--- src/rtl/capture_ctrl.sv ---
// capture_ctrl: camera capture mode controller (video / freeze-on-frame / clear) and frame-buffer write-port arbiter
module capture_ctrl #(
  parameter int AW = 15,
  parameter int MEM_DEPTH = 19200,
  parameter int DB_CYCLES = 16,
  parameter logic [11:0] CLEAR_DATA = 12'h000
) (
  input  logic          clk,
  input  logic          rst,
  input  logic          CAM_VSYNC,
  input  logic          Photo_button,
  input  logic          Video_button,
  input  logic          Clear_button,
  input  logic [AW-1:0] cam_addr,
  input  logic [11:0]   cam_data,
  input  logic          cam_regW,
  output logic [AW-1:0] DP_RAM_addr_in,
  output logic [11:0]   DP_RAM_data_in,
  output logic          DP_RAM_regW,
  output logic          cam_enable,
  output logic          frame_done,
  output logic [7:0]    frame_cnt,
  output logic [1:0]    mode
);
  localparam int CW = $clog2(DB_CYCLES + 1);
  typedef enum logic [1:0] {VIDEO, PEND, PHOTO, CLEAR} state_t;
  state_t state, state_n, ret, ret_n;
  // button vectors are ordered {clear, video, photo}
  logic [2:0] btn, s1, s2, db, db_d, ev;
  logic [CW-1:0] cnt [3];
  logic vs_prev, vs_rise, clr_last, live;
  logic [AW-1:0] clr_addr;
  assign btn = {Clear_button, Video_button, Photo_button};
  assign vs_rise = CAM_VSYNC & ~vs_prev;
  assign clr_last = clr_addr == AW'(MEM_DEPTH - 1);
  assign live = (state == VIDEO) || (state == PEND);
  assign cam_enable = live;
  assign mode = state;
  always_ff @(posedge clk or negedge rst)
    if (!rst) begin
      s1 <= '0;
      s2 <= '0;
      db <= '0;
      db_d <= '0;
      ev <= '0;
      cnt <= '{default: '0};
    end else begin
      s1 <= btn;
      s2 <= s1;
      db_d <= db;
      ev <= db & ~db_d;
      for (int k = 0; k < 3; k++) begin
        cnt[k] <= (s2[k] == db[k] || cnt[k] == CW'(DB_CYCLES - 1)) ? '0 : cnt[k] + 1'b1;
        if (s2[k] != db[k] && cnt[k] == CW'(DB_CYCLES - 1)) db[k] <= ~db[k];
      end
    end
  // frame boundary outranks buttons in PEND so a freeze always captures a whole frame
  always_comb begin
    state_n = state;
    ret_n = ret;
    case (state)
      VIDEO:
        if (ev[2]) begin
          state_n = CLEAR;
          ret_n = VIDEO;
        end else if (ev[0]) state_n = PEND;
      PEND:
        if (vs_rise) state_n = PHOTO;
        else if (ev[2]) begin
          state_n = CLEAR;
          ret_n = VIDEO;
        end else if (ev[1]) state_n = VIDEO;
      PHOTO:
        if (ev[2]) begin
          state_n = CLEAR;
          ret_n = PHOTO;
        end else if (ev[1]) state_n = VIDEO;
      default:
        if (clr_last) state_n = ret;
    endcase
  end
  always_ff @(posedge clk or negedge rst)
    if (!rst) begin
      state <= VIDEO;
      ret <= VIDEO;
      vs_prev <= 1'b0;
      clr_addr <= '0;
      DP_RAM_addr_in <= '0;
      DP_RAM_data_in <= '0;
      DP_RAM_regW <= 1'b0;
      frame_done <= 1'b0;
      frame_cnt <= '0;
    end else begin
      state <= state_n;
      ret <= ret_n;
      vs_prev <= CAM_VSYNC;
      frame_done <= live & vs_rise;
      frame_cnt <= frame_cnt + 8'(live & vs_rise);
      DP_RAM_regW <= (state == CLEAR) | (live & cam_regW);
      if (state == CLEAR) begin
        DP_RAM_addr_in <= clr_addr;
        DP_RAM_data_in <= CLEAR_DATA;
        clr_addr <= clr_last ? '0 : clr_addr + 1'b1;
      end else if (live) begin
        DP_RAM_addr_in <= cam_addr;
        DP_RAM_data_in <= cam_data;
      end
    end
endmodule

--- config.mk ---
export PLATFORM = sky130hd
export DESIGN_NAME = capture_ctrl
export DESIGN_NICKNAME = d
export VERILOG_FILES = /design/src/rtl/capture_ctrl.sv
export SDC_FILE = /design/constraint.sdc
export NUM_CORES = 1
export LEC_CHECK = 0
export ABC_CLOCK_PERIOD_IN_PS = 1900
export CAP_MARGIN = 20
export CORE_AREA = 2 2 94 96
export DETAILED_ROUTE_END_ITERATION = 10
export DIE_AREA = 0 0 96 98
export PLACE_DENSITY = 0.73
export SYNTH_ARGS = -nofsm -noshare
export SYNTH_HDL_FRONTEND = slang
export SYNTH_SLANG_ARGS = --single-unit
--- constraint.sdc ---
create_clock -name clk -period 1.9 [get_ports clk]
set_input_delay 0.38 -clock clk [delete_from_list [all_inputs] [get_ports clk]]
set_output_delay 0.38 -clock clk [all_outputs]
set_load 0.01 [all_outputs]
Word level (Yosys, flattened, before mapping). Cells that the tools add are included.

Flip-flop bits (word level): 87. Input port bits: 34. Logic and storage cells: 83.

$add $sub $neg: 5. Equal/unequal tests: 16. Multiplexer cells: 19. Bitwise gates (word level): 11. Reduce and logical (&&, ||, !) cells: 13.

Operators by type and width (number): 2-to-1 mux 15 bit (3); 2-to-1 mux 12 bit (2); 2-to-1 mux 2 bit (9); adder 15 x 1 -> 15 bit (second input constant) (1); adder 5 x 1 -> 5 bit (second input constant) (3); equality test 15 bit (second input constant) (1); equality test 5 x 4 -> 1 bit (second input constant) (3); 2-to-1 mux 5 bit (3); one-hot mux 2 bit (3 select lines) (2); adder 8 x 1 -> 8 bit (1); bitwise AND 1 bit (4); equality test 2 bit (second input constant) (2); logical OR 1 bit (4); != test 2 bit (second input constant) (2); inverter 1 bit (4); nonzero test 4 bit (1); bitwise AND 3 bit (1); equality test 1 bit (3); logical AND 1 bit (3); != test 1 bit (3); != test 3 bit (second input constant) (1); inverter 3 bit (1); AND reduction 3 bit (1); nonzero test 3 bit (1); 5 further kinds (5).

Logic depth before layout (Yosys ltp).
Depth after elaboration: 4. Gate-level depth with buffers: 9. Gate-level depth less buffers: 9.

Worst setup path after synthesis. Ideal clock, no wire load.

Kind: register -> register. Start: reg state[1] (netlist: mode[1]). End: reg frame_cnt[6]. Setup time: 80 ps. Arrival: 1994 ps. Data required time: 1820 ps. Setup slack: -174 ps. Cell stages (with the launch flop): 10. Path through: dfrtp_1 inv_1 ha_1 or2_1 nor2b_1 ha_1 ha_1 and3_1 nand3_1 xnor2_1.

Word-level cells in the longest chain between the ends: 4. Elaborated cells between the ends (all ways): 5.

RTL lines: start, declared (RTL line 27) `state_t state, state_n, ret, ret_n;`; start signal, assigned (RTL line 94) `state <= state_n;`; equality test 2 x 1 -> 1 bit / zero test 2 bit (equally long branches) (RTL line 36) `assign live = (state == VIDEO) || (state == PEND);`; logical OR 1 bit (*) (RTL line 36); via cam_enable (RTL line 20) `output logic cam_enable,`; bitwise AND 1 bit (*) (RTL line 98) `frame_cnt <= frame_cnt + 8'(live & vs_rise);`; adder 8 x 1 -> 8 bit (*) (RTL line 98); end signal, assigned (RTL line 98); end, declared (RTL line 22) `output logic [7:0] frame_cnt,`.

Mark *: on every way through the listed nets, which the timed path passes. The rest lies on a longest branch. A chain may end at the register's enable or synchronous reset.

Worst setup path after layout.
Start: reg state[0] (netlist: mode[0]). End: out cam_enable.

Word-level cells in the longest chain between the ends: 2. Elaborated cells between the ends (all ways): 3.

RTL lines (RTL line): equality test 2 x 1 -> 1 bit / zero test 2 bit (equally long branches) (36); logical OR 1 bit (*) (36); end, declared (20).

Mark *: on every way between the ends. The rest lies on a longest branch, timed or not.

==> summary.md <==
| Metric | Value |
|---|---|
| Status | complete, no violations |
| DR vias/cell | 5.051 |
| Top cell type's share of synthesized area | 57.68% |
| Die height | slightly below 100 um |
| CTS buffer count | 9 |
| PortBufs | 73 |
| Sw power | approximately 2.0 mW |
| Gate power share | between 30 and 40% |
| Synth area leaders | dfrtp_1 58%, nand2_1 5.1%, ha_1 4.7% |
| Max-slew violation count | 0 |
| Final worst setup slack | between 0.04 and 0.05 ns |
| Worst vdd ir | between 500 and 600 uV |
| CTS tree | yes |
| Synth area leader | dfrtp_1 |
| CP Buf/Inv Count | 3 |
| Grt ovf | 0 |
| Relative slew slack | 77.78% |
| Root Driver | clkbuf_8 |
| Vias | 2788 |
| Ant diodes | 0 |
| Syn nets | about 380 |
| Most frequent CP cell | buf_6 |
| Leak | around 2.3 nW |
| HPWL Detailed | around 5600 um |
| H-tree Lvls | 3 |
| Slowest stage cell, crit path | dfrtp_2 |
| Fin. Hold Viols | 0 |
| Core ar. | about 8500 um^2 |
| Most used DFF post-synth | dfrtp_1 |
| Worst-Margin Slew | between 0.3 and 0.4 ns |
| Initial Util | roughly 44% |
| Min Tclk post-route | between 1.5 and 2 ns |
| Initial drt markers | between 100 and 150 |
| Post-synthesis async set-or-reset flop share | between 90% and 100% |
| DRC violations left | 0 |
| DIE WIDTH | about 96 um |
| Final wirelength | around 7900 um |
| Synthesis-to-finish area growth | 35.88% |
| Setup CP Type | flop to primary output |
| CP Cell Sequence | inv_2, ha_4, or2_4, buf_6, buf_6 |
| Commonest non-fill, non-tap cell in the layout | dfrtp_1 |
| Clock latency on the worst-skew pair | roughly 0.36 ns |
| Fin crit share | between 90 and 100% |
| Pin count of the biggest net entering global routing | 55 |
| Synth Warn # | 0 |
| Synthesized cell area | ~3700 um^2 |
| Final nets | 487 |
| Most frequent cells in the layout | 84 x dfrtp_1, 70 x clkdlybuf4s50_1, 51 x nand2_1, 27 x buf_4, 24 x nor2_1 |
| First-pass GRT wire length | around 13000 um |
| Max Freq | approximately 540 MHz |
| Clock Skew | about 0.012 ns |
| Place WS | -0.06144 ns |
| CP startpoint | mode[0]$_DFFE_PN0P_ |
| Distinct cells, synth | 44 |
| CP Launch Type | flop |
| # fillers | around 720 |
| Initial antenna violation count | 0 |
| Worst setup EP type | primary output |
| Max-cap viol count | 0 |
| Net Sw Frac | about 34% |
| Worst Path Max Fanout | 3 |
| Clk pin slew, worst setup/hold paths | ~0.1 ns |
| Die ar. | ~9400 um^2 |
| Synth Instances | roughly 340 |
| # setup viols final | 0 |
| Clock buffer depth | 2 |
| Tot GR Track Use | between 10% and 20% |
| Hold Slack | between 0.3 and 0.4 ns |
| Row count | 34 |
| Hold WC Path Type | flop to flop |
| Vias in the first global route | around 2900 |
| Num Clock Sinks | 86 |
| Mean Syn Cell Area | about 11 um^2 |
| Share of cells above drive strength 1 | 15.77% |
| RSZ-0062 raised after global routing | no |
| Clock Power Share | between 20% and 30% |
| Crit path required time | around 1.5 ns |
| Post-route ant nets | 0 |
| Delay of the slowest critical-path stage | roughly 0.42 ns |
| Critical path's top delay family | flip-flops |
| Seq pwr share | between 40 and 50% |
| #FFs+latches synth | 86 |
| Internal power | between 3 and 4 mW |
| Gpl congestion | approximately 0.79 |
| Post-DR wirelength/cell | between 10 and 15 um |
| Hold_sp | s1[2]$_DFF_PN0_ |
| Worst Path Arrival | about 1.5 ns |
| Worst r2r src | mode[0]$_DFFE_PN0P_ |
| Setup slack, reg-to-reg | 0.05 ns |
| Io pins | 74 |
| Power per Cell Area | roughly 1200 nW/um^2 |
| First-pass DRT Iterations | 4 |
| EDFF count, synth | 0 |
| Register area share after synthesis | about 58% |
-- Yosys cell counts, types with 2 or more instances --
cell and n:
dfrtp_1 86, nand2_1 51, nor2_1 24, mux2i_1 17, o21ai_1 17, ha_1 14, xnor2_1 14, o21ai_0 13
inv_1 10, xor2_1 10, clkbuf_1 8, nand3_1 8, nand4_1 8, and3_1 6, nand2b_1 6, mux2_2 5
nor2b_1 4, a21oi_1 3, a31oi_1 3, buf_2 3, a21boi_0 2, nor3_1 2
-- timing repair --
action                                 in CTS  in global routing
gates resized for setup                     7                  8
pin swaps                                   1                  3
buffers inserted                            2                  2
endpoints found under the hold margin      14                  0
hold buffers                                1                  0
setup endpoints to repair                   2                  7
-- power groups by stage --
stage                     clock network (mW)  registers [mW]  logic [mW]
after global routing                    1.36            2.45        2.40
after CTS                               1.27            2.40        2.14
final                                   1.23            2.42        2.19
after global placement                     0            2.42        2.01
after floorplan                            0            2.55       0.860
after detailed placement                   0            2.43        2.08
-- routing by layer --
layer,track usage (%),up-vias,part of all wire [%]
met3,4.167,20,3.7
met2,29.70,52,52
li1,-,1352,-
met4,6.484,0,2.2
met5,0,-,0
met1,21.80,1364,42
-- worst paths after layout --
path                                                  to  depth (start not counted)
max                                           cam_enable                          5
min                                      s2[2]$_DFF_PN0_                          0
max reg2reg                       frame_cnt[4]$_DFF_PN0_                          9
min reg2reg                              s2[2]$_DFF_PN0_                          0
max in group asynchronous            mode[0]$_DFFE_PN0P_                          3
min in group asynchronous  DP_RAM_data_in[1]$_DFFE_PN0P_                          2
-- worst reg2reg max path: stages, from the launching register on --
cell     delay, ns
dfrtp_2       0.42
inv_2         0.07
ha_4          0.16
or2_4         0.24
nor2b_4       0.14
ha_4          0.16
ha_4          0.15
and3_4        0.14
buf_4         0.13
xor2_1        0.13
-- area by class of cell --
| cell class | instances | area [um^2] | area share (%) |
|---|---|---|---|
| clock buffers | 10 | 137.6 | 2.715 |
| clock inverters | 6 | 50.05 | 0.9872 |
| inverters | 11 | 41.29 | 0.8144 |
| multi-input cells | 228 | 1567 | 30.90 |
| flip-flops and latches | 86 | 2155 | 42.50 |
| well taps | 108 | 135.1 | 2.665 |
| repair buffers | 103 | 984.7 | 19.42 |
-- registers in the layout, indices dropped and copies added, names as in the netlist --
name and count:
vs_prev 1, DP_RAM_regW 1, cnt 15, ret 1, DP_RAM_addr_in 15, clr_addr 15
s1 3, frame_done 1, ev 3, frame_cnt 8, DP_RAM_data_in 12, mode 2
db 3, s2 3, db_d 3
-- logic make-up (layout without fill, tap and decap cells) --
kind of cell / count (synthesis) / after routing / synth area share (%)
buf+inv: 22 / 130 / 2.314
simple gates: 122 / 122 / 16.43
fa+ha+maj: 14 / 14 / 4.695
compound gates: 46 / 46 / 7.176
mux: 22 / 22 / 6.070
xor+xnor: 24 / 24 / 5.634
flops: 86 / 86 / 57.68
-- per-stage QoR --
step | power [mW] | area [um^2] | utilization [%] | TNS [ns] | instances
floorplan | 3.410 | 3749 | - | 0 | 336
global placement | 4.424 | 4780 | 56.46 | -0.03807 | 531
detailed placement | 4.513 | 4780 | 56.46 | -0.09491 | 531
CTS | 5.805 | 5006 | 59.13 | 0 | 550
global route | 6.213 | 5070 | 59.89 | 0 | 552
finish | 5.839 | 5070 | 59.89 | 0 | 552
Power figures use the tool's default switching activity.
